File: config.mk
export PLATFORM = sky130hd
export DESIGN_NAME = stream_width_converter
export DESIGN_NICKNAME = d
export VERILOG_FILES = /design/src/rtl/stream_width_converter.sv
export SDC_FILE = /design/constraint.sdc
export NUM_CORES = 1
export LEC_CHECK = 0
export ABC_AREA = 0
export CAP_MARGIN = 20
export CORE_ASPECT_RATIO = 0.5
export CORE_MARGIN = 2
export CORE_UTILIZATION = 40
export CTS_CLUSTER_SIZE = 8
export DETAILED_ROUTE_END_ITERATION = 7
export GPL_TIMING_DRIVEN = 0
export PLACE_DENSITY = 0.8
export SLEW_MARGIN = 20
export SYNTH_ARGS = -nofsm -noshare
export SYNTH_HDL_FRONTEND = slang
export SYNTH_SLANG_ARGS = --single-unit
File: constraint.sdc
create_clock -name clk -period 2.5 [get_ports clk]
set_input_delay 0.375 -clock clk [delete_from_list [all_inputs] [get_ports clk]]
set_output_delay 0.375 -clock clk [all_outputs]
set_load 0.05 [all_outputs]
File: src/rtl/stream_width_converter.sv
`default_nettype none
// ============================================================================
// Module   : stream_width_converter
// Purpose  : Registered valid/ready sample width converter (extend, wrap or
//            saturate) with a two-entry skid buffer and a clamp event counter.
// Revision : 1.0 - initial release
// ============================================================================
module stream_width_converter #(
    parameter int InputWidth  = 8,
    parameter int OutputWidth = 16,
    parameter int CountWidth  = 8
) (
    input  logic                   clk,
    input  logic                   rst,
    input  logic                   in_valid,
    output logic                   in_ready,
    input  logic [InputWidth-1:0]  in_data,
    input  logic [1:0]             in_mode,
    output logic                   out_valid,
    input  logic                   out_ready,
    output logic [OutputWidth-1:0] out_data,
    output logic                   out_sat,
    input  logic                   sat_clr,
    output logic [CountWidth-1:0]  sat_count
);

    logic [OutputWidth-1:0] conv_data;
    logic                   conv_sat;

    generate
        if (OutputWidth > InputWidth) begin : g_widen
            localparam int ExtWidth = OutputWidth - InputWidth;
            logic unused_mode;
            assign unused_mode = in_mode[1];
            assign conv_data   = {{ExtWidth{in_mode[0] & in_data[InputWidth-1]}}, in_data};
            assign conv_sat    = 1'b0;
        end else if (OutputWidth == InputWidth) begin : g_pass
            logic [1:0] unused_mode;
            assign unused_mode = in_mode;
            assign conv_data   = in_data;
            assign conv_sat    = 1'b0;
        end else begin : g_narrow
            localparam int TopWidth = InputWidth - OutputWidth + 1;
            // Signed value fits when every bit from the output sign position up is identical.
            logic [TopWidth-1:0] top_bits;
            logic                fits_signed;
            logic                fits_unsigned;
            assign top_bits      = in_data[InputWidth-1:OutputWidth-1];
            assign fits_signed   = (top_bits == '0) || (top_bits == '1);
            assign fits_unsigned = (in_data[InputWidth-1:OutputWidth] == '0);

            always_comb begin
                conv_data = in_data[OutputWidth-1:0];
                conv_sat  = 1'b0;
                if (in_mode[1]) begin
                    if (in_mode[0]) begin
                        if (!fits_signed) begin
                            conv_sat  = 1'b1;
                            conv_data = {in_data[InputWidth-1],
                                         {(OutputWidth-1){~in_data[InputWidth-1]}}};
                        end
                    end else if (!fits_unsigned) begin
                        conv_sat  = 1'b1;
                        conv_data = '1;
                    end
                end
            end
        end
    endgenerate

    logic                   out_valid_q, out_valid_d;
    logic [OutputWidth-1:0] out_data_q,  out_data_d;
    logic                   out_sat_q,   out_sat_d;
    logic                   skid_valid_q, skid_valid_d;
    logic [OutputWidth-1:0] skid_data_q,  skid_data_d;
    logic                   skid_sat_q,   skid_sat_d;
    logic                   in_ready_q,   in_ready_d;
    logic [CountWidth-1:0]  sat_count_q,  sat_count_d;

    logic accept;
    logic xfer;

    assign accept = in_valid & in_ready_q;
    assign xfer   = out_valid_q & out_ready;

    always_comb begin
        out_valid_d  = out_valid_q;
        out_data_d   = out_data_q;
        out_sat_d    = out_sat_q;
        skid_valid_d = skid_valid_q;
        skid_data_d  = skid_data_q;
        skid_sat_d   = skid_sat_q;
        // Output register refills from the skid entry first so order is preserved.
        if (!out_valid_q || xfer) begin
            if (skid_valid_q) begin
                out_valid_d  = 1'b1;
                out_data_d   = skid_data_q;
                out_sat_d    = skid_sat_q;
                skid_valid_d = accept;
                if (accept) begin
                    skid_data_d = conv_data;
                    skid_sat_d  = conv_sat;
                end
            end else begin
                out_valid_d = accept;
                if (accept) begin
                    out_data_d = conv_data;
                    out_sat_d  = conv_sat;
                end
            end
        end else if (accept) begin
            skid_valid_d = 1'b1;
            skid_data_d  = conv_data;
            skid_sat_d   = conv_sat;
        end
        in_ready_d = ~skid_valid_d;
    end

    always_comb begin
        sat_count_d = sat_count_q;
        if (sat_clr) begin
            sat_count_d = '0;
        end else if (xfer && out_sat_q && (sat_count_q != '1)) begin
            sat_count_d = sat_count_q + CountWidth'(1);
        end
    end

    always_ff @(posedge clk or posedge rst) begin
        if (rst) begin
            out_valid_q  <= 1'b0;
            out_data_q   <= '0;
            out_sat_q    <= 1'b0;
            skid_valid_q <= 1'b0;
            skid_data_q  <= '0;
            skid_sat_q   <= 1'b0;
            in_ready_q   <= 1'b1;
            sat_count_q  <= '0;
        end else begin
            out_valid_q  <= out_valid_d;
            out_data_q   <= out_data_d;
            out_sat_q    <= out_sat_d;
            skid_valid_q <= skid_valid_d;
            skid_data_q  <= skid_data_d;
            skid_sat_q   <= skid_sat_d;
            in_ready_q   <= in_ready_d;
            sat_count_q  <= sat_count_d;
        end
    end

    assign in_ready  = in_ready_q;
    assign out_valid = out_valid_q;
    assign out_data  = out_data_q;
    assign out_sat   = out_sat_q;
    assign sat_count = sat_count_q;

endmodule
`default_nettype wire

==> metrics.md, run 1 <==
| Metric | Value |
|---|---|
| Antenna violation net count after detailed routing | 0 |
| Fill cells | 251 |
| Pin count of the biggest net entering global routing | 30 |
| P&R area growth vs syn | 39.4% |
| GPL Wtd Cong | approximately 0.64 |
| Number of synthesized register bits | 29 |
| Outcome | completed |
| Number of standard cells after synthesis | 87 |
| Max-slew violations | 0 |
| Number of diodes | 0 |
| Non-filler cells in the finished layout | between 150 and 200 |
| First-pass iteration count of the detailed router | 6 |
| Die Y | roughly 45 um |
| Slowest-stage cell, CP | sky130_fd_sc_hd__clkdlybuf4s50_1 |
| CTS H-tree depth | 2 |
| Synthesized area per cell | ~15 um^2 |
| Reg-to-reg critical path endpoint | out_data[14]$_DFFE_PP0P_ |
| Sum of overflow across all layers after global routing | 0 |
| Most frequent cell after synthesis | sky130_fd_sc_hd__dfrtp_1 |
| Post-Route WL | roughly 2400 um |
| Leakage power | 0.868 nW |
| Power density of the placed cells | 1410 nW/um^2 |
| Ratio of cells with drive above 1 in the final layout | between 30 and 40% |
| Clk Latency, worst-skew pair | 0.28 ns |
| Final-layout setup total negative slack | 0 ns |
| Worst slew pin tran | between 0.5 and 0.6 ns |
| Most instantiated cells after synthesis | sky130_fd_sc_hd__dfrtp_1, sky130_fd_sc_hd__mux2_4, sky130_fd_sc_hd__buf_4, sky130_fd_sc_hd__nor2b_1 |
| Worst min-delay path class | input port to async pin |
| Hold Worst Slack | about 0.47 ns |
| Synth Flop Type | sky130_fd_sc_hd__dfrtp_1 |
| X dimension of the die | between 80 and 90 um |
| Max-cap violation count | 0 |
| Area share of the leading cell type in the synthesized netlist | 52.4% |
| Vias | ~800 |
| Unrepaired setup endpoints after global routing | false |
| Flop2flop setup slack | around 1.1 ns |
| Seq/Total Area, Yosys | between 50% and 60% |
| Worst Path Required | around 2.1 ns |
| Largest vdd supply drop | around 0.6 mV |
| Quantity of gates resized following cts | 0 |
| Fmax | just under 500 MHz |
| Count of port buffers added during placement | 39 |
| Final Cycle Share | a little over 80% |
| Site row count | 14 |
| Global-route wire length before repair | roughly 4200 um |
| DIE AREA | 3850 um^2 |
| Count of unique library cells instantiated by Yosys | 18 |
| Core area | 3100 um^2 |
| Library cell used as clock root buffer | sky130_fd_sc_hd__clkbuf_8 |
| Worst reg2reg path depth | 3 |
| Setup crit start | out_data[14]$_DFFE_PP0P_ |
| CTS clock-pin slew for the worst setup and hold paths | 0.07 ns |
| Worst setup slack before clock tree synthesis | about 0.71 ns |
| Maximum root-to-sink buffer count | 2 |
| Critical path capture point | out_data[13] |
| Synth top area cells | sky130_fd_sc_hd__dfrtp_1, sky130_fd_sc_hd__mux2_4, sky130_fd_sc_hd__buf_4, sky130_fd_sc_hd__nor2b_1, sky130_fd_sc_hd__mux2_2 |
| Start-to-end type of the worst setup path | flip-flop to primary output |
| Sink count of the clock tree | 29 |
| CTS buffer count | 5 |
| Post-synth design cell area | 1340 um^2 |
| Headroom to the max-slew limit | around 60% |
| Mean routed wirelength per cell | between 10 and 15 um |
| Layout net count | approximately 150 |
| Startpoint of the worst-slack reg-to-reg timing path | in_ready$_DFF_PP1_ |
| Vias in the first global route | approximately 860 |
| Final hold violations | 0 |
| Largest fanout on the critical path | 9 |
| Tmin final | approximately 2.1 ns |
| Syn nets | just over 100 |
| Layout Skew | approximately 0.0057 ns |
| Signal arrival time at the worst endpoint | 1.70 ns |
| Yosys warning total | 0 |
| Count of flip-flops with a built-in enable after synthesis | 0 |
| Cell-by-cell trace of the critical path | buf_4, clkdlybuf4s50_1 |
| Worst stage delay on the critical path | slightly below 0.8 ns |
| Final worst setup slack | about 0.43 ns |
| Crit path capture type | primary output |
| Iteration-0 DRC count of the detailed router | 27 |
| Hold buffer count at CTS | 0 |
| HPWL after detailed placement | around 1700 um |
| Placed Cells incl. Taps | 166 |
| CTS tree | yes |
| Overall global routing resource usage | 15.3% |
| Post-CTS setup buffer count | 0 |
| Cell accounting for the most synthesized area | sky130_fd_sc_hd__dfrtp_1 |
| CP Launch Type | flip-flop |
| Antenna violations before repair | 0 |
| Vias per cell | 4.58 |
| Placement Cell Area | 1780 um^2 |
| Share of flip-flops with an asynchronous set or reset | 100% |
| Final setup violation count | 0 |
| Initial Util | a little over two fifths |
| I/O pin count | 42 |
| Final cell area excluding filler cells | between 1500 and 2000 um^2 |
| Number of remaining DRC errors | 0 |
## stage by stage
step	util, %	total power, mW
3_5_place_dp	57.3	2.27
6_report	60.1	2.63
4_1_cts	60.1	2.65
5_1_grt	60.1	2.75
2_1_floorplan	-	1.88
3_3_place_gp	57.3	2.22
## critical path, delay by kind of cell, from the launching register on
family                 cells  cell delay [ns]
DFF                        1             0.48
buffers and inverters      2             0.95
## registers in the layout, summed over array words and instances (netlist names)
signal	cells
in_ready	1
out_data	9
skid_valid_q	1
sat_count	8
out_valid	1
skid_data_q	9
## kinds of logic (layout without fill, tap and decap cells)
family	count (synthesis)	after routing	share of synthesized area [%]
compound gates	3	3	2.62
other cells	1	1	0.280
buf+inv	12	59	6.74
simple gates	16	16	8.33
mux	26	26	27.7
flops	29	29	54.4
## metal layers
| layer | track usage (%) | part of all wire (%) | up-vias |
|---|---|---|---|
| li1 | - | - | 373 |
| met2 | 26.1 | 49 | 22 |
| met4 | 9.52 | 2.0 | 0 |
| met5 | 0 | 0 | - |
| met3 | 4.94 | 3.9 | 4 |
| met1 | 17.3 | 45 | 398 |
## final cells by class
type / instances / area, um^2 / area share, %
timing repair buffer: 39 / 390 / 20.9
tap: 40 / 50.0 / 2.68
buffer: 10 / 82.6 / 4.43
inverter: 2 / 7.51 / 0.403
multi-input combinational: 46 / 520 / 27.9
clock buffer: 5 / 68.8 / 3.69
sequential: 29 / 727 / 39.0
clock inverter: 3 / 17.5 / 0.940
## worst min path at each step
stage                     cells past startpoint  slack (ns)                    endpoint                     start
final                                         2        0.47  skid_data_q[1]$_DFFE_PP0P_                       rst
after CTS                                     1        0.51    sat_count[7]$_DFFE_PP0P_  sat_count[7]$_DFFE_PP0P_
after global routing                          1        0.53     out_data[5]$_DFFE_PP0P_   out_data[5]$_DFFE_PP0P_
after floorplan                               1        0.44    sat_count[0]$_DFFE_PP0P_                   sat_clr
after global placement                        1        0.49    sat_count[4]$_DFFE_PP0P_  sat_count[4]$_DFFE_PP0P_
after detailed placement                      1        0.49    sat_count[7]$_DFFE_PP0P_  sat_count[7]$_DFFE_PP0P_
## report_power, final
part           total (mW)  switching (mW)  leakage (nW)  internal, mW
clock network       0.381           0.189        0.0439         0.192
registers           0.781           0.130         0.360         0.651
logic                1.47           0.766         0.465         0.700
## placed cells by master (no fill, tap or decap)
cell	netlist	layout
sky130_fd_sc_hd__mux2_2	4	4
sky130_fd_sc_hd__dfrtp_1	28	28
sky130_fd_sc_hd__buf_4	8	8
sky130_fd_sc_hd__mux2_4	21	21
sky130_fd_sc_hd__dfstp_2	1	1
sky130_fd_sc_hd__mux2i_1	1	1
sky130_fd_sc_hd__nor2b_4	1	1
sky130_fd_sc_hd__clkdlybuf4s50_1	0	39
sky130_fd_sc_hd__nor2_8	1	1
sky130_fd_sc_hd__clkinv_2	0	2
sky130_fd_sc_hd__a21oi_2	1	1
sky130_fd_sc_hd__clkinvlp_4	0	1
sky130_fd_sc_hd__nor2b_1	8	8
sky130_fd_sc_hd__buf_6	2	2
sky130_fd_sc_hd__inv_2	0	1
sky130_fd_sc_hd__o211ai_4	1	1
sky130_fd_sc_hd__clkbuf_8	0	5
sky130_fd_sc_hd__inv_1	2	1
sky130_fd_sc_hd__o21ai_0	1	1
sky130_fd_sc_hd__nand2b_1	1	1
sky130_fd_sc_hd__conb_1	1	1
sky130_fd_sc_hd__and2_1	1	1
sky130_fd_sc_hd__nand2_1	4	4
Note: power is estimated with default switching activity, not from simulation.
==> inputs of run 2 (changes only) <==
--- a/config.mk
+++ b/config.mk
@@ -13,7 +13,7 @@
 export CTS_CLUSTER_SIZE = 8
 export DETAILED_ROUTE_END_ITERATION = 7
 export GPL_TIMING_DRIVEN = 0
-export PLACE_DENSITY = 0.8
+export PLACE_DENSITY = 0.83
 export SLEW_MARGIN = 20
 export SYNTH_ARGS = -nofsm -noshare
 export SYNTH_HDL_FRONTEND = slang
==> constraint.sdc (replaced) <==
create_clock -name clk -period 1.68 [get_ports clk]
set_input_delay 0.252 -clock clk [delete_from_list [all_inputs] [get_ports clk]]
set_output_delay 0.252 -clock clk [all_outputs]
set_load 0.05 [all_outputs]
==> run 2 against run 1 <==
Against the previous run:
- sequential share of layout area grew 1.3 points
- hold slack lost 0.098 ns
- sequential cell count is the same
==> metrics.md, run 2 (synthesized netlist as in run 1, its figures left out) <==
| Metric | Value |
|---|---|
| Iteration-0 DRC count of the detailed router | 22 |
| Hold buffer count at CTS | 0 |
| Die Y | between 40 and 50 um |
| Startpoint of the worst-slack reg-to-reg timing path | in_ready$_DFF_PP1_ |
| Number of remaining DRC errors | 0 |
| Slowest-stage cell, CP | sky130_fd_sc_hd__dfstp_2 |
| Layout Skew | 0.00342 ns |
| Crit path capture type | primary output |
| Initial Util | around 43% |
| Sum of overflow across all layers after global routing | 0 |
| Worst min-delay path class | input port to async pin |
| Mean routed wirelength per cell | ~15 um |
| Vias in the first global route | 870 |
| Antenna violation net count after detailed routing | 0 |
| Power density of the placed cells | a little over 2000 nW/um^2 |
| Critical path capture point | in_ready |
| Ratio of cells with drive above 1 in the final layout | about two fifths |
| Busiest grt layer | met2 |
| Worst Path Required | ~1.4 ns |
| Max-slew violations | 0 |
| Most frequent standard cell in the layout excluding fill and tap cells | sky130_fd_sc_hd__dfrtp_1 |
| Final hold violations | 0 |
| CTS clock-pin slew for the worst setup and hold paths | 0.06 ns |
| Crit. path cell count | 1 |
| Vias per cell | roughly 4.6 |
| Pin count of the biggest net entering global routing | 30 |
| Global-route met1 utilization | 18.7% |
| Number of diodes | 0 |
| Setup crit start | in_ready$_DFF_PP1_ |
| Buf/Inv on CP | 1 |
| P&R area growth vs syn | 35.0% |
| Reg-to-reg critical path endpoint | out_data[4]$_DFFE_PP0P_ |
| X dimension of the die | between 80 and 90 um |
| Flop2flop setup slack | roughly 0.27 ns |
| Layout net count | 148 |
| Start-to-end type of the worst setup path | flip-flop to primary output |
| Cell-by-cell trace of the critical path | clkdlybuf4s15_1 |
| First-pass iteration count of the detailed router | 2 |
| CTS H-tree depth | 2 |
| Met3 capacity usage during global routing | between 5 and 6% |
| Global-route wire length before repair | 4300 um |
| Signal arrival time at the worst endpoint | approximately 1.4 ns |
| Worst slew pin tran | 0.598 ns |
| Final setup violation count | 0 |
| Count of port buffers added during placement | 39 |
| GPL Wtd Cong | between 0.7 and 0.8 |
| Headroom to the max-slew limit | roughly three fifths |
| Worst stage delay on the critical path | between 0.5 and 0.6 ns |
| Unrepaired setup endpoints after global routing | false |
| Placement Cell Area | around 1800 um^2 |
| I/O pin count | between 40 and 50 |
| Fmax | between 600 and 700 MHz |
| Post-Route WL | ~2600 um |
| Met2 Track Usage GR | 25.3% |
| Total design power | around 3.7 mW |
| CTS buffer count | 5 |
| Sink count of the clock tree | 29 |
| Worst reg2reg path depth | 3 |
| Final cell area excluding filler cells | 1810 um^2 |
| Library cell used as clock root buffer | sky130_fd_sc_hd__clkbuf_8 |
| Largest delay contributor family on the critical path | flip-flops |
| Leakage power | between 0.9 and 1 nW |
| Util after Layout | 58.2% |
| Vias | approximately 800 |
| Top library cells by usage in the layout, fill and taps aside | sky130_fd_sc_hd__dfrtp_1, sky130_fd_sc_hd__mux2_4, sky130_fd_sc_hd__dlygate4sd2_1, sky130_fd_sc_hd__clkdlybuf4s50_1, sky130_fd_sc_hd__buf_4 |
| Hold Worst Slack | around 0.37 ns |
| Tmin final | 1.62 ns |
| Largest vdd supply drop | slightly above 0.7 mV |
| Largest fanout on the critical path | 3 |
| Fill cells | roughly 280 |
| Outcome | completed |
| Max-cap violation count | 0 |
| CTS tree | yes |
| HPWL after detailed placement | ~1700 um |
| CP Launch Type | flip-flop |
| Site row count | 14 |
| Clk Latency, worst-skew pair | ~0.28 ns |
| Maximum root-to-sink buffer count | 2 |
| Final Cycle Share | a little over nine tenths |
| Core area | between 3000 and 4000 um^2 |
| Post-CTS setup buffer count | 0 |
| DIE AREA | 3850 um^2 |
| Overall global routing resource usage | 15.7% |
| Antenna violations before repair | 0 |
==> run 2: routing by layer <==
layer,share of wire (%),vias up
met4,1.4,0
met2,50,18
met5,0,-
met3,4.1,5
li1,-,372
met1,44,404
==> run 2: worst min path at each step <==
stage                                     to  cells after the start  slack (ns)                      from
floorplan           sat_count[0]$_DFFE_PP0P_                      1        0.32                   sat_clr
global placement    sat_count[7]$_DFFE_PP0P_                      1        0.48  sat_count[7]$_DFFE_PP0P_
detailed placement  sat_count[3]$_DFFE_PP0P_                      1        0.49  sat_count[3]$_DFFE_PP0P_
CTS                 sat_count[6]$_DFFE_PP0P_                      1        0.50  sat_count[6]$_DFFE_PP0P_
global route        sat_count[3]$_DFFE_PP0P_                      2        0.44                       rst
finish               out_data[7]$_DFFE_PP0P_                      2        0.37                       rst
==> run 2: through the flow <==
step | instances | setup slack, ns | TNS [ns]
floorplan | 87 | 0.0633 | 0
global placement | 166 | 0.00685 | 0
detailed placement | 166 | -0.00237 | -0.00237
CTS | 174 | 0.0140 | 0
global route | 174 | 0.0145 | 0
finish | 174 | 0.0596 | 0
==> run 2: report_power, final <==
group          total (mW)  leakage, nW  internal, mW  switching (mW)
sequential           1.15        0.360         0.968           0.185
combinational        2.04        0.526         0.895            1.14
clock               0.553       0.0450         0.286           0.267
==> run 2: what timing repair did <==
item / in CTS / in global routing
hold endpoints to repair: 0 / 0
resized for setup: 33 / 7
endpoints found under the setup margin: 26 / 7
==> run 2: final cells by class <==
cell class | instances | area (um^2) | area share (%)
Clock inverter | 2 | 10.0 | 0.554
Buffer | 10 | 82.6 | 4.57
Multi-Input combinational cell | 46 | 520 | 28.8
Inverter | 2 | 7.51 | 0.416
Sequential cell | 29 | 727 | 40.3
Clock buffer | 6 | 72.6 | 4.02
Timing Repair Buffer | 39 | 335 | 18.6
Tap cell | 40 | 50.0 | 2.77
